$ cat src/rtl/tx_pkt_arbiter_pkg.sv
// Shared types and helpers for the TX packet arbiter.
// Latency: n/a (types, constants and a pure function only).
// Backpressure: n/a.
package tx_pkt_arbiter_pkg;

    // Packetizer modulation modes. The arbiter itself only ever forwards a
    // per-packet BPSK/QPSK flag; MIX is the packetizer's mixed header mode.
    localparam logic [1:0] MODE_QPSK = 2'd0;
    localparam logic [1:0] MODE_BPSK = 2'd1;
    localparam logic [1:0] MODE_MIX  = 2'd2;

    // Payload length in bits, as carried in the packetizer header.
    typedef logic [15:0] len_t;

    // One-hot scheduler states.
    typedef enum logic [4:0] {
        ST_IDLE  = 5'b00001,
        ST_LOAD  = 5'b00010,
        ST_XFER  = 5'b00100,
        ST_DRAIN = 5'b01000,
        ST_GAP   = 5'b10000
    } state_t;

    // One AXIS word carries one symbol: BPSK packs 1 bit per symbol and
    // QPSK 2 bits, so an odd QPSK length drops its trailing bit.
    function automatic len_t len_to_symbols(input len_t len_bits, input logic is_bpsk);
        return is_bpsk ? len_bits : (len_bits >> 1);
    endfunction

endpackage

$ cat src/rtl/tx_pkt_arbiter_rr_arb2.sv
// Two-way round-robin arbiter: combinational winner, priority flips on completion.
// Latency: winner is combinational from req; priority updates one cycle after upd.
// Backpressure: none; the caller decides when to sample the winner.
//
// Ports:
//   clk, rst_n  clock and synchronous active-low reset
//   req         per-channel request level
//   upd         one-cycle pulse: the channel in upd_gnt completed a packet
//   upd_gnt     one-hot channel that completed
//   win         one-hot winner (0 when nobody requests)
module rr_arb2 (
    input  logic       clk,
    input  logic       rst_n,
    input  logic [1:0] req,
    input  logic       upd,
    input  logic [1:0] upd_gnt,
    output logic [1:0] win
);

    // Channel favoured when both request: 0 = ch0, 1 = ch1. Starts at ch0.
    logic prio;

    always_ff @(posedge clk) begin
        if (!rst_n) begin
            prio <= 1'b0;
        end else if (upd) begin
            // The channel that just finished loses the next tie.
            prio <= ~upd_gnt[1];
        end
    end

    always_comb begin
        win = req;
        if (req == 2'b11) begin
            win = prio ? 2'b10 : 2'b01;
        end
    end

endmodule

$ cat src/rtl/tx_pkt_arbiter.sv
// Schedules two payload sources (ch0 control, ch1 data) into the TX packetizer input.
// Latency: grant 1 cycle after req sampled in IDLE; first m_tvalid 2 cycles after req.
// Backpressure: m_tready passes straight to the granted source; XFER stalls without limit.
//
// Ports:
//   clk, rst_n           slow symbol clock, synchronous active-low reset
//   enable               allows new grants; a packet in flight always completes
//   req/req_len*/req_bpsk per-channel request level, bit length and modulation
//   s0_*, s1_*           payload source AXIS (one word = one symbol)
//   m_*                  packetizer input AXIS; m_tuser = is_bpsk
//   payload_length       bit length latched at grant, held until the next grant
//   pkt_sent             packetizer level; its rising edge marks packet completion
//   grant/done/err/busy  one-hot owner, completion pulse, error pulse, not-idle
module tx_pkt_arbiter
    import tx_pkt_arbiter_pkg::*;
#(
    parameter int BYTES          = 1,
    parameter int GAP_CYCLES     = 16,
    parameter int TIMEOUT_CYCLES = 4096
) (
    input  logic               clk,
    input  logic               rst_n,
    input  logic               enable,
    input  logic [1:0]         req,
    input  logic [15:0]        req_len0,
    input  logic [15:0]        req_len1,
    input  logic [1:0]         req_bpsk,
    input  logic [BYTES*8-1:0] s0_tdata,
    input  logic               s0_tvalid,
    output logic               s0_tready,
    input  logic [BYTES*8-1:0] s1_tdata,
    input  logic               s1_tvalid,
    output logic               s1_tready,
    output logic [BYTES*8-1:0] m_tdata,
    output logic               m_tvalid,
    input  logic               m_tready,
    output logic               m_tlast,
    output logic               m_tuser,
    output logic [15:0]        payload_length,
    input  logic               pkt_sent,
    output logic [1:0]         grant,
    output logic [1:0]         done,
    output logic               err,
    output logic               busy
);

    // Terminal values of the GAP and DRAIN counters.
    localparam len_t GAP_LAST = len_t'(GAP_CYCLES - 1);
    localparam len_t TO_LAST  = len_t'(TIMEOUT_CYCLES - 1);

    state_t       state;
    len_t         symbols;
    len_t         beat_cnt;
    len_t         wait_cnt;
    len_t         gap_cnt;
    logic         pkt_sent_q;
    logic         sent_seen;
    logic [1:0]   win;
    logic         in_xfer;
    logic         src_vld;
    logic         beat_last;
    logic         beat_fire;
    logic         pkt_edge;
    logic         sent_hit;
    logic         rr_upd;

    rr_arb2 u_rr (
        .clk     (clk),
        .rst_n   (rst_n),
        .req     (req),
        .upd     (rr_upd),
        .upd_gnt (grant),
        .win     (win)
    );

    // ---------------------------------------------------------------
    // Datapath mux: only the granted source sees m_tready, and only in XFER.
    // ---------------------------------------------------------------
    assign in_xfer = (state == ST_XFER);

    always_comb begin
        src_vld = 1'b0;
        m_tdata = s0_tdata;
        if (grant[1]) begin
            src_vld = s1_tvalid;
            m_tdata = s1_tdata;
        end else if (grant[0]) begin
            src_vld = s0_tvalid;
        end
    end

    assign m_tvalid  = in_xfer & src_vld;
    assign s0_tready = in_xfer & grant[0] & m_tready;
    assign s1_tready = in_xfer & grant[1] & m_tready;
    assign beat_last = (beat_cnt == symbols - 16'd1);
    assign m_tlast   = in_xfer & beat_last;
    assign beat_fire = m_tvalid & m_tready;

    assign pkt_edge  = pkt_sent & ~pkt_sent_q;
    // The packetizer may report completion while the tail is still being
    // streamed, so an edge remembered since LOAD counts as well.
    assign sent_hit  = sent_seen | pkt_edge;
    assign rr_upd    = (state == ST_DRAIN) & sent_hit;
    assign busy      = (state != ST_IDLE);

    // ---------------------------------------------------------------
    // Scheduler FSM with registered outputs.
    // ---------------------------------------------------------------
    always_ff @(posedge clk) begin
        if (!rst_n) begin
            state          <= ST_IDLE;
            grant          <= 2'b00;
            done           <= 2'b00;
            err            <= 1'b0;
            payload_length <= '0;
            m_tuser        <= 1'b0;
            symbols        <= '0;
            beat_cnt       <= '0;
            wait_cnt       <= '0;
            gap_cnt        <= '0;
            pkt_sent_q     <= 1'b0;
            sent_seen      <= 1'b0;
        end else begin
            done       <= 2'b00;
            err        <= 1'b0;
            pkt_sent_q <= pkt_sent;

            case (state)
                ST_IDLE: begin
                    if (enable && (req != 2'b00)) begin
                        grant <= win;
                        if (win[1]) begin
                            payload_length <= req_len1;
                            m_tuser        <= req_bpsk[1];
                            symbols        <= len_to_symbols(req_len1, req_bpsk[1]);
                        end else begin
                            payload_length <= req_len0;
                            m_tuser        <= req_bpsk[0];
                            symbols        <= len_to_symbols(req_len0, req_bpsk[0]);
                        end
                        state <= ST_LOAD;
                    end
                end

                ST_LOAD: begin
                    if (symbols == '0) begin
                        // Nothing to send: reject without touching the RR priority.
                        err   <= 1'b1;
                        grant <= 2'b00;
                        state <= ST_IDLE;
                    end else begin
                        beat_cnt  <= '0;
                        wait_cnt  <= '0;
                        gap_cnt   <= '0;
                        sent_seen <= pkt_edge;
                        state     <= ST_XFER;
                    end
                end

                ST_XFER: begin
                    if (pkt_edge) begin
                        sent_seen <= 1'b1;
                    end
                    if (beat_fire) begin
                        if (beat_last) begin
                            state <= ST_DRAIN;
                        end else begin
                            beat_cnt <= beat_cnt + 16'd1;
                        end
                    end
                end

                ST_DRAIN: begin
                    if (sent_hit) begin
                        done  <= grant;
                        grant <= 2'b00;
                        state <= ST_GAP;
                    end else if (wait_cnt == TO_LAST) begin
                        // TIMEOUT_CYCLES DRAIN cycles without a pkt_sent edge.
                        err   <= 1'b1;
                        grant <= 2'b00;
                        state <= ST_GAP;
                    end else begin
                        wait_cnt <= wait_cnt + 16'd1;
                    end
                end

                ST_GAP: begin
                    if (gap_cnt == GAP_LAST) begin
                        gap_cnt <= '0;
                        state   <= ST_IDLE;
                    end else begin
                        gap_cnt <= gap_cnt + 16'd1;
                    end
                end

                default: begin
                    grant <= 2'b00;
                    state <= ST_IDLE;
                end
            endcase
        end
    end

endmodule

$ cat config.mk
export PLATFORM = sky130hd
export DESIGN_NAME = tx_pkt_arbiter
export DESIGN_NICKNAME = d
export VERILOG_FILES = /design/src/rtl/tx_pkt_arbiter_pkg.sv /design/src/rtl/tx_pkt_arbiter_rr_arb2.sv /design/src/rtl/tx_pkt_arbiter.sv
export SDC_FILE = /design/constraint.sdc
export NUM_CORES = 1
export LEC_CHECK = 0
export CAP_MARGIN = 5
export CORE_ASPECT_RATIO = 1.2
export CORE_MARGIN = 2
export CORE_UTILIZATION = 55
export CTS_CLUSTER_DIAMETER = 50
export CTS_CLUSTER_SIZE = 30
export DETAILED_ROUTE_END_ITERATION = 12
export GPL_TIMING_DRIVEN = 0
export PLACE_DENSITY_LB_ADDON = 0.2
export SETUP_SLACK_MARGIN = 0.15
export SYNTH_ARGS = -nofsm -noshare
export SYNTH_HDL_FRONTEND = slang
export SYNTH_SLANG_ARGS = --single-unit
$ cat constraint.sdc
create_clock -name clk -period 8.25 [get_ports clk]
set_input_delay 1.65 -clock clk [delete_from_list [all_inputs] [get_ports clk]]
set_output_delay 1.65 -clock clk [all_outputs]
set_load 0.03 [all_outputs]
==> summary.txt <==
STA
  • Peak Freq: 182.7 MHz
  • Final critical delay including setup and external delays: 5.473 ns
  • Worst Hold Slack: 0.4968 ns
  • Final worst clock skew: 0.006640 ns
  • Setup TNS after final layout: 0 ns
  • Slew at the pin closest to its max-slew limit: 0.9576 ns
  • Number of max-slew violations in the final report: 0
  • Count of final hold-check violations: 0
  • Tcrit/Tclk final: 66.34%
  • Post-route worst setup slack: 2.777 ns
  • Slew headroom: 35.57%
  • Setup repair after global routing missed its margin: no
  • Final setup violation count: 0

Drt
  • 1st-pass router iterations: 5
  • Average via count per standard cell: 6.133
  • Routed wire per std cell: 17.31 um
  • Post-detailed-route DRC marker count: 0
  • Number of nets still failing antenna checks after routing: 0
  • DRC marker count from the first detailed-route iteration: 377
  • Vias: 5581
  • Final Routed Wirelength: 15.75 mm

Yosys
  • Syn Inst Count: 676
  • Yosys warning total: 0
  • Average footprint of a synthesized cell: 8.253 um2
  • Cell type contributing the most total cell area after synthesis: sky130_fd_sc_hd__dfxtp_1
  • Area share of and/or/nand/nor cells after synthesis: 26.42%
  • Share of the yosys chip area belonging to registers: 33.73%
  • Yosys reg bits: 94
  • Unique cell type count in the Yosys netlist: 57
  • Xor/xnor cell area share of the yosys netlist: 5.651%
  • Top cells by area in the synthesized netlist: sky130_fd_sc_hd__dfxtp_1 34%, sky130_fd_sc_hd__mux2i_1 6.5%, sky130_fd_sc_hd__a211oi_1 4.3%
  • Adder-Cell Fraction of Synth Area: 0.8971%
  • Share of async-settable or async-resettable flops after synthesis: 0%
  • Main flop type after synthesis: sky130_fd_sc_hd__dfxtp_1
  • Synth top area share: 33.73%
  • Dominant combinational cell family by area after synthesis: simple AND/OR/NAND/NOR gates
  • Syn nets: 739
  • Fraction of the mapped netlist area in compound gates: 21.46%
  • Count of flip-flops with a built-in enable after synthesis: 0
  • Multiplexer share of the synthesized area: 8.275%
  • Post-Synthesis Cell Area: 0.005579 mm2

Global route
  • Initial antenna violation count: 0
  • First-pass GRT wire length: 25.52 mm
  • Number of global-route vias before repair: 5394
  • Gr ovfl total: 0
  • GRT Util Overall: 29.45%
  • Pin count of the biggest net entering global routing: 16

CTS
  • Count of buffers added by post-CTS timing repair for setup: 0
  • Maximum root-to-sink buffer count: 2
  • Hold-fix buffers at CTS: 0
  • CTS Sinks: 94
  • H-tree levels: 3
  • Number of clock buffers inserted by TritonCTS: 9
  • Post-CTS clock slew at the launch and capture registers of the worst setup and hold paths: 0.07 ns
  • CTS root buf: sky130_fd_sc_hd__clkbuf_16
  • Number of gates resized after CTS: 0
  • TritonCTS clock tree: built
  • Latest clock arrival within the worst-skew pair: 0.34 ns

Cells and area
  • Summed area of non-filler cells in the final layout: 0.006925 mm2
  • Area added between synthesis and finish: 24.13%
  • Post-Route Utilization: 69.54%
  • Highest-count cells in the layout ignoring fill and taps: 94 x sky130_fd_sc_hd__dfxtp_1, 92 x sky130_fd_sc_hd__clkdlybuf4s50_1, 64 x sky130_fd_sc_hd__nand2_1, 51 x sky130_fd_sc_hd__nor2_1, 39 x sky130_fd_sc_hd__clkbuf_1
  • Number of standard cells in the layout, taps in and fillers out: 910
  • Commonest non-fill, non-tap cell in the layout: sky130_fd_sc_hd__dfxtp_1
  • Total of fill cells in the finished design: 852
  • Antenna diode count: 0
  • Fraction of final layout cells with drive strength greater than 1: 4.464%
  • Final layout net count: 842

Floorplanning
  • Num ports: 94
  • Number of rows created at floorplan: 40
  • Initial core utilization: 56.02%
  • Die height: 114.3 um
  • Area of the core region: 0.009960 mm2
  • Width of the die: 95.94 um
  • Die area: 0.01097 mm2

Power
  • Switching share of power: 34.89%
  • Leakage Power: 2.831 nW
  • Combinational group share of total power: 32.7%
  • Internal: 872.6 uW
  • Tot Pwr: 1.340 mW
  • Clock Power Share: 28.7%
  • Total power divided by cell area: 193.5 mW/mm2
  • Register share of total power: 38.6%
  • Largest vdd supply drop: 0.1210 mV
  • P_sw: 467.6 uW

Flow run
  • Max-capacitance violation count: 0

Worst setup path
  • Req. time, crit path: 6.60 ns
  • Critical path capture point type: output port
  • Sort of element at the start of the critical path: flop
  • Start-to-end type of the worst setup path: flop to output port
  • Data arrival at the endpoint of the critical path: 3.82 ns
  • Maximum fanout along the worst path: 7

Place
  • Final weighted congestion of routability-driven global placement: 0.8816
  • HPWL Detailed: 11.71 mm
  • DP Cell Count: 894
  • Post-Place Worst Slack: 3.206 ns
  • Port Buf Inserts: 92
  • Placed inst area: 0.006658 mm2

Min path
  • Hold Crit Class: flop to flop

Outcome
  • Outcome: completed
[power by group through the flow]
stage | registers (mW) | logic, mW | clock network [mW]
floorplan | 0.554 | 0.255 | 0
global placement | 0.526 | 0.416 | 0
detailed placement | 0.527 | 0.428 | 0
CTS | 0.517 | 0.432 | 0.388
global route | 0.521 | 0.473 | 0.404
finish | 0.518 | 0.438 | 0.385
[critical path, cell delays in order (launching register included)]
cell and delay [ns]:
sky130_fd_sc_hd__dfxtp_1 0.38, sky130_fd_sc_hd__or4_4 0.60, sky130_fd_sc_hd__or4_4 0.55, sky130_fd_sc_hd__mux2i_1 0.17
sky130_fd_sc_hd__nand4_1 0.20, sky130_fd_sc_hd__or4_1 0.53, sky130_fd_sc_hd__a211oi_1 0.30, sky130_fd_sc_hd__clkdlybuf4s50_1 0.75
[kinds of logic after synthesis]
| group | Yosys count |
|---|---|
| AO/OA/AOI/OAI | 167 |
| XOR/XNOR | 36 |
| adder cells (fa/ha/maj) | 4 |
| buffers and inverters | 51 |
| flip-flops | 94 |
| multiplexers | 45 |
| AND/OR/NAND/NOR | 279 |
[cell type report]
type / instances / area (um2) / share of cell area (%)
clock inverter: 5 / 35.03 / 0.5059
clock buffer: 11 / 232.7 / 3.360
buffer: 39 / 153.9 / 2.222
tap: 126 / 157.7 / 2.276
inverter: 12 / 45.04 / 0.6504
sequential: 94 / 1882 / 27.17
timing repair buffer: 92 / 920.9 / 13.30
multi-input combinational: 531 / 3498 / 50.51
[synth_stat cells, types with 9 or more instances]
cell and instances:
sky130_fd_sc_hd__inv_1 12, sky130_fd_sc_hd__o21ai_0 20, sky130_fd_sc_hd__a21boi_0 14, sky130_fd_sc_hd__nand2_1 64, sky130_fd_sc_hd__a21oi_1 33, sky130_fd_sc_hd__and2_1 9, sky130_fd_sc_hd__a211oi_1 32, sky130_fd_sc_hd__clkbuf_1 37
sky130_fd_sc_hd__mux2i_1 36, sky130_fd_sc_hd__nand3_1 26, sky130_fd_sc_hd__dfxtp_1 94, sky130_fd_sc_hd__and3_1 22, sky130_fd_sc_hd__nor3_1 9, sky130_fd_sc_hd__mux2_2 9, sky130_fd_sc_hd__nor4_1 12, sky130_fd_sc_hd__nor2_1 51
sky130_fd_sc_hd__xnor2_1 15, sky130_fd_sc_hd__a31oi_1 9, sky130_fd_sc_hd__xor2_1 21, sky130_fd_sc_hd__nor2b_1 38, sky130_fd_sc_hd__or3_1 9, sky130_fd_sc_hd__o211a_1 19
[sequential cells by signal, indices dropped and copies added, names as in the netlist]
register        flops
beat_cnt           16
gap_cnt            16
payload_length     16
symbols            16
wait_cnt           16
state               5
done                2
grant               2
err                 1
m_tuser             1
pkt_sent_q          1
sent_seen           1
u_rr.prio           1
[metal layers]
layer,GRT usage (%),share of wire (%),vias up,wire (um)
li1,-,-,2674,-
met1,34.56,39,2613,6203
met2,53.05,52,245,8135
met3,3.555,5.7,49,894
met4,12.67,3.3,0,522
met5,0,0,-,0
[final timing paths]
| check | startpoint | endpoint | slack [ns] | cells after the start |
|---|---|---|---|---|
| worst max register to register | symbols[9] | grant[0] | 5.27 | 8 |
| worst max-delay path | symbols[9] | m_tlast | 2.78 | 7 |
| worst min-delay path | wait_cnt[1] | wait_cnt[1] | 0.50 | 2 |
| worst min register to register | wait_cnt[1] | wait_cnt[1] | 0.50 | 2 |
No activity file was read; power rests on OpenSTA's default activity.
